==> config.mk <==
export PLATFORM = sky130hd
export DESIGN_NAME = pattern_serializer
export DESIGN_NICKNAME = d
export VERILOG_FILES = /design/src/rtl/patser_pkg.sv /design/src/rtl/patser_counter.sv /design/src/rtl/pattern_serializer.sv
export SDC_FILE = /design/constraint.sdc
export NUM_CORES = 1
export LEC_CHECK = 0
export ABC_AREA = 1
export BUFFER_PORTS_ARGS = -buffer_cell sky130_fd_sc_hd__clkbuf_2
export CAP_MARGIN = 20
export CELL_PAD_IN_SITES_DETAIL_PLACEMENT = 1
export CELL_PAD_IN_SITES_GLOBAL_PLACEMENT = 2
export CORE_MARGIN = 2
export CORE_UTILIZATION = 33
export DETAILED_ROUTE_END_ITERATION = 7
export HOLD_SLACK_MARGIN = 0.02
export PLACE_DENSITY_LB_ADDON = 0.1
export SLEW_MARGIN = 30
export SYNTH_ARGS = -nofsm -noshare
export SYNTH_HDL_FRONTEND = slang
export SYNTH_SLANG_ARGS = --single-unit
==> constraint.sdc <==
create_clock -name CLK -period 3.8 [get_ports CLK]
set_input_delay 0.19 -clock CLK [delete_from_list [all_inputs] [get_ports CLK]]
set_output_delay 0.19 -clock CLK [all_outputs]
set_load 0.1 [all_outputs]
==> src/rtl/patser_pkg.sv <==
// Shared types and helpers for the pattern serializer.
// Holds the FSM state encoding and the thermometer-code table function.
package patser_pkg;

  typedef enum logic {
    ST_IDLE  = 1'b0,
    ST_SHIFT = 1'b1
  } patser_state_e;

  // Widest pattern word the table function can produce.
  localparam int unsigned PATSER_MAX_W = 64;

  // Table word for a given select.
  // Word i has its low min(i+1, width) bits set; selects past the table
  // (sel >= depth) map to an all-zero word.
  function automatic logic [PATSER_MAX_W-1:0] therm_word(
    input int unsigned sel,
    input int unsigned width,
    input int unsigned depth
  );
    logic [PATSER_MAX_W-1:0] w;
    w = '0;
    if (sel < depth) begin
      for (int unsigned b = 0; b < PATSER_MAX_W; b++) begin
        if ((b <= sel) && (b < width)) w[b] = 1'b1;
      end
    end
    return w;
  endfunction

endpackage

==> src/rtl/patser_counter.sv <==
// Bit-position counter for the pattern serializer.
// Synchronous clear has priority over enable; the count saturates at MAXV,
// so it can only get back to zero through the clear input.
module patser_counter #(
  parameter int W    = 3,
  parameter int MAXV = 7
) (
  input  logic         clk,
  input  logic         rst,
  input  logic         i_clr,
  input  logic         i_en,
  output logic [W-1:0] o_cnt,
  output logic         o_last
);

  logic [W-1:0] r_cnt;
  logic         w_last;

  assign w_last = (r_cnt == W'(MAXV));

  // Count up while enabled, hold at MAXV, clear on request.
  always_ff @(posedge clk or posedge rst) begin
    if (rst)                  r_cnt <= '0;
    else if (i_clr)           r_cnt <= '0;
    else if (i_en && !w_last) r_cnt <= r_cnt + 1'b1;
  end

  assign o_cnt  = r_cnt;
  assign o_last = w_last;

endmodule

==> src/rtl/pattern_serializer.sv <==
// Pattern serializer: shifts out a thermometer-code table word one bit per
// cycle, LSB or MSB first, with back-to-back chaining at the last bit.
// Optional feature macro PATSER_REPEAT_EN adds a repeat input that reloads
// the latched word at the last bit when no new start is requested.
module pattern_serializer
  import patser_pkg::*;
#(
  parameter  int WIDTH = 8,
  parameter  int DEPTH = 8,
  localparam int SEL_W = $clog2(DEPTH),
  localparam int CNT_W = $clog2(WIDTH)
) (
  input  logic             CLK,
  input  logic             CLEAR,
  input  logic [SEL_W-1:0] S,
  input  logic             start,
  input  logic             msb_first,
`ifdef PATSER_REPEAT_EN
  // "repeat" is a reserved word, hence the i_ prefix on this port.
  input  logic             i_repeat,
`endif
  output logic             ready,
  output logic             O,
  output logic             valid,
  output logic             last,
  output logic [CNT_W-1:0] bit_idx
);

  patser_state_e    r_state;
  logic [WIDTH-1:0] r_word;
  logic             r_msb;

  logic [WIDTH-1:0] w_tbl;
  logic [CNT_W-1:0] w_cnt;
  logic [CNT_W-1:0] w_pos;
  logic             w_cnt_last;
  logic             w_last;
  logic             w_accept;
  logic             w_reload;
  logic             w_clr;
  logic             w_en;

  assign w_tbl    = WIDTH'(therm_word(32'(S), WIDTH, DEPTH));
  assign w_last   = (r_state == ST_SHIFT) && w_cnt_last;
  assign ready    = (r_state == ST_IDLE) || w_last;
  assign w_accept = start && ready;

`ifdef PATSER_REPEAT_EN
  assign w_reload = w_last && !start && i_repeat;
`else
  assign w_reload = 1'b0;
`endif

  // Every word boundary restarts the count: a new accept, a repeat reload,
  // or the drop back to idle (so bit_idx reads 0 while idle).
  assign w_clr = w_last || w_accept;
  assign w_en  = (r_state == ST_SHIFT);

  patser_counter #(
    .W    (CNT_W),
    .MAXV (WIDTH - 1)
  ) u_cnt (
    .clk    (CLK),
    .rst    (CLEAR),
    .i_clr  (w_clr),
    .i_en   (w_en),
    .o_cnt  (w_cnt),
    .o_last (w_cnt_last)
  );

  // Control FSM: latch word and order on accept, hold them through the word
  // (and across repeat reloads), fall back to idle after an unchained last bit.
  always_ff @(posedge CLK or posedge CLEAR) begin
    if (CLEAR) begin
      r_state <= ST_IDLE;
      r_word  <= '0;
      r_msb   <= 1'b0;
    end else if (w_accept) begin
      r_state <= ST_SHIFT;
      r_word  <= w_tbl;
      r_msb   <= msb_first;
    end else if (w_last && !w_reload) begin
      r_state <= ST_IDLE;
    end
  end

  // Emission position -> word bit position.
  assign w_pos   = r_msb ? (CNT_W'(WIDTH - 1) - w_cnt) : w_cnt;

  assign valid   = (r_state == ST_SHIFT);
  assign O       = valid && r_word[w_pos];
  assign last    = w_last;
  assign bit_idx = w_cnt;

endmodule

==> After elaboration in Yosys (flattened, before gate mapping) <==
Cells that the tools add are included.
{ "word_totals": {"out_inout_bits": 7, "input_bits": 7, "wordCells": 39, "regBits": 13} }
{ "classes": {"add_sub_neg": 2, "order_cmp": 8, "n_eq_ne": 1, "n_reduce_logical": 9, "muxes": 14, "n_bitwise": 1} }
{ "op_table": {"columns": ["operator", "n"], "rows": [
  ["3-bit <= comparator (first input constant)", 4],
  ["1-bit 2-to-1 mux", 10],
  ["3-bit 2-to-1 mux", 3],
  ["2-bit by 3-bit <= comparator with 1-bit output (first input constant)", 2],
  ["1-bit logical AND", 4],
  ["3-bit by 4-bit < comparator with 1-bit output (second input constant)", 1],
  ["2-bit nonzero test", 2],
  ["3-bit by 1-bit adder with 3-bit output (second input constant)", 1],
  ["1-bit binary-select mux with 3-bit select", 1],
  ["3-bit == test (second input constant)", 1],
  ["1-bit by 3-bit <= comparator with 1-bit output (first input constant)", 1],
  ["3-bit subtractor (first input constant)", 1],
  ["1-bit logical OR", 2],
  ["1-bit logical NOT", 1],
  ["1-bit inverter", 1]
]} }

==> Longest topological paths before layout <==
{ "depth": {"word_depth": 6, "ltp_mapped": 9, "depth_no_buf": 8} }

==> Hierarchy <==
From an unflattened synthesis, not the netlist that was laid out.
{ "hier_totals": {"hier_cells": 95, "area_unflattened_um2": 738.2} }
{ "by_module_without_submodules": {"columns": ["module", "cells_per_inst", "n_inst", "seq_area_each_um2", "area_per_inst_um2"], "rows": [
  ["pattern_serializer", 74, 1, 250.2, 568.0],
  ["patser_counter", 21, 1, 75.1, 170.2]
]} }

==> Least setup slack after synthesis <==
OpenSTA, ideal clock, no wires.
{ "synth_timing": {"path_type": "register -> output", "startpoint": "register u_cnt.r_cnt[0] (netlist: u_cnt.o_cnt[0])", "endpoint": "output port O", "required_ps": 3610, "t_arrival_ps": 2826, "stages_incl_launch_ff": 9, "n_path_buf": 0, "slack_ps": 784, "path_cell_list": "dfrtp_1 > inv_1 > nand2_2 > nand2_1 > nand2_1 > nand3_1 > nand3_1 > nand2_1 > nor2_1"} }
{ "synth_between": {"elab_chain_len": 5} }
{ "synth_lines": {"columns": ["element", "line", "rtl"], "rows": [
  ["start: declaration", "patser_counter.sv:16", "logic [W-1:0] r_cnt;"],
  ["start signal: assignment", "patser_counter.sv:25", "else if (i_en && !w_last) r_cnt <= r_cnt + 1'b1;"],
  ["3-bit subtractor", "pattern_serializer.sv:88", "assign w_pos = r_msb ? (CNT_W'(WIDTH - 1) - w_cnt) : w_cnt;"],
  ["3-bit 2-to-1 mux *", "pattern_serializer.sv:88", null],
  ["1-bit binary-select mux with 3-bit select *", "pattern_serializer.sv:91", "assign O = valid && r_word[w_pos];"],
  ["1-bit 2-to-1 mux (implied by the code) *", "pattern_serializer.sv:91", null],
  ["1-bit logical AND *", "pattern_serializer.sv:91", null],
  ["end: declaration", "pattern_serializer.sv:23", "output logic O,"]
]} }
Mark *: on every way between the ends. The rest lies on a longest branch, timed or not. The select of a mux whose other input is x is not followed.

==> Worst setup path after layout <==
{ "layout_timing": {"startpoint": "register u_cnt.r_cnt[0] (netlist: u_cnt.o_cnt[0])", "endpoint": "output port ready"} }
{ "layout_between": {"elab_chain_len": 3} }
{ "layout_lines": {"columns": ["element", "line", "rtl"], "rows": [
  ["3-bit == test", "patser_counter.sv:19", "assign w_last = (r_cnt == W'(MAXV));"],
  ["1-bit logical AND", "pattern_serializer.sv:44", "assign w_last = (r_state == ST_SHIFT) && w_cnt_last;"],
  ["1-bit logical OR", "pattern_serializer.sv:45", "assign ready = (r_state == ST_IDLE) || w_last;"],
  ["end: declaration", "pattern_serializer.sv:22", "output logic ready,"]
]} }
No other way between the ends.

==> flow_summary.yaml <==
logic_synthesis:
  yosys_register_bits: 13
  synth_edf_count: 0
  async_flop_share: 1.000
  synth_nets: 100
  synth.area.top_cells: "dfrtp_1 43%, nand2_1 10%, inv_1 6.9%"
  netlist_instances: 90
  synth_common_cells: "21 x nand2_1, 14 x inv_1, 13 x dfrtp_1"
  synthDistinctLibCells: 23
  synth.most_common_cell: "nand2_1"
  synth_area_per_cell_sq_um: 8.439
  synth_top_cell_area_share: 0.4283
  yosysTopAreaCell: "dfrtp_1"
  synth_warnings: 0
  ys_seq_area_frac: 0.4283
  synth.cell_area_sq_um: 759.5
  synth_ff_type: "dfrtp_1"
clock_tree:
  insertion_delay_ns: 0.27
  clk_pin_slew_worst_paths_ns: 0.08
  clockRootBuffer: "clkbuf_4"
  htreeDepth: 1
  clock-sinks: 13
  clockBufferDepth: 2
  postCtsResizedCells: 0
  numCtsBuffers: 3
  cts_tree: "done"
  cts_setup_buffers: 0
cells_and_area:
  final_nets: 118
  drive_gt1_frac: 0.2897
  fin_util: 0.4055
  antennaDiodeCount: 0
  area_growth_pct: 16.97
critical_path:
  crit_path_cell_trace: "ha_1, ha_1, or2_4, clkbuf_2"
  critical_path_class: "flip-flop to primary output"
  crit_top_cell: "ha_1"
  crit_fanout: 7
  slowest_delay_ns: 0.44
  critPathCaptureType: "primary output"
  arrival_ns: 1.82
  start_kind: "flip-flop"
  slowest_stage: "dfrtp_1"
  required_ns: 3.61
routing:
  drc: 0
  vias: 590
  first_iter_violations: 11
  ant_nets: 0
  wl_per_cell_microns: 11.19
  wirelength_microns: 1511
  vias_per_cell: 4.370
  drt-pass1-iter-count: 4
global_routing:
  grt_pass1_wl_microns: 2863
  grt-ovfl-total: 0
  grt_antenna_before_repair: 0
  grt_max_degree: 14
  grt_pass1_vias: 620
  grtUsageTotal: 0.1456
floorplanning:
  die_y_microns: 51.98
  die_area_sq_um: 2701
  die_w_microns: 51.98
  ios: 14
  start_util: 0.3467
  placeableCoreArea_sq_um: 2191
  row_count: 17
sta:
  max_freq_mhz: 496.6
  worstMarginPinSlew_ns: 0.5391
  rsz0062_at_grt: "false"
  fin_tns_setup_ns: 0
  finalMaxSlewViolations: 0
  setup_viol: 0
  timing.final.crit_share: 0.5299
  fin_crit_ns: 2.013
  hold_viol_final: 0
  skew_ns: 0.007983
  fin_ws_ns: 1.787
  maxSlewHeadroom: 0.6421
flow_run:
  drv_cap: 0
placed_design:
  place_congestion: 0.7137
  dp.final_hpwl_microns: 1250
  portBuffers: 13
  dp_slack_ns: 2.073
outcome:
  outcome: "completed"
hold_path:
  hp-class: "primary input to flip-flop"
==> worst max-delay path, delay by kind of cell (launching register included) <==
kind | cells | cell delay (ns)
fa+ha+maj | 2 | 0.45
buf+inv | 1 | 0.38
flops | 1 | 0.44
simple gates | 1 | 0.28
==> final cells by class <==
| cell class | count | area, sq um |
|---|---|---|
| fill | 274 | 1303 |
| multi-input combinational | 59 | 357.8 |
| sequential | 13 | 325.3 |
| timing repair buffer | 14 | 75.07 |
| inverter | 17 | 68.82 |
| tap | 28 | 35.03 |
| clock buffer | 4 | 26.28 |
==> cells by family (layout without fill, tap and decap cells) <==
group                    Yosys count  in the layout  synth area share
XOR/XNOR                           3              3           0.03460
AO/OA/AOI/OAI                     13             13            0.1252
buffers and inverters             18             35            0.1005
adder cells (fa/ha/maj)            3              3           0.04943
flip-flops                        13             13            0.4283
AND/OR/NAND/NOR                   40             40            0.2620
==> through the flow <==
stage | hold WS [ns] | area [sq um] | std cells
5_1_grt | 0.1573 | 888.4 | 135
4_1_cts | 0.1523 | 888.4 | 135
6_report | 0.1578 | 888.4 | 135
3_5_place_dp | 0.2311 | 852.1 | 130
2_1_floorplan | 0.06696 | 759.5 | 90
3_3_place_gp | 0.2304 | 852.1 | 130
==> placed cells by master (no fill, tap or decap), types with 2 or more instances in the layout <==
cell type / Yosys / final
xnor2_1: 2 / 2
nor2_1: 6 / 6
clkbuf_2: 0 / 13
nand2_1: 21 / 21
inv_2: 2 / 2
o21ai_1: 3 / 3
nand3_1: 7 / 7
o21ai_2: 3 / 3
ha_1: 3 / 3
inv_1: 14 / 14
clkbuf_4: 0 / 3
o21ai_0: 4 / 4
dfrtp_1: 13 / 13
==> metal layers <==
layer | wire length (microns) | GRT usage
met5 | 0 | 0
met4 | 8 | 0.05263
met3 | 56 | 0.03448
met2 | 636 | 0.1920
met1 | 811 | 0.2259
==> path summary, 6_finish.rpt <==
| kind | startpoint | end | slack, ns | cells past startpoint |
|---|---|---|---|---|
| setup / recovery | u_cnt.o_cnt[0]$_DFFE_PP0P_ | ready | 1.79 | 4 |
| hold / removal | msb_first | r_msb$_DFFE_PP0P_ | 0.16 | 3 |
| setup reg to reg | u_cnt.o_cnt[0]$_DFFE_PP0P_ | r_msb$_DFFE_PP0P_ | 2.22 | 7 |
| hold reg to reg | r_word[0]$_DFFE_PP0P_ | r_word[0]$_DFFE_PP0P_ | 0.46 | 2 |
| max in group asynchronous | CLEAR | r_msb$_DFFE_PP0P_ | 2.98 | 3 |
| min in group asynchronous | CLEAR | r_word[1]$_DFFE_PP0P_ | 0.47 | 3 |
==> what timing repair did <==
item | in CTS | in global routing
hold buffers | 1 | 0
endpoints found under the setup margin | 0 | 0
hold endpoints to repair | 13 | 0
==> sequential cells by signal, indices dropped and copies added (netlist names) <==
signal and cells:
r_word 8, u_cnt.o_cnt 3, r_msb 1, valid 1
Power is not shown: default switching activity piles up to over one toggle a cycle in this logic, so the estimate is an artifact.
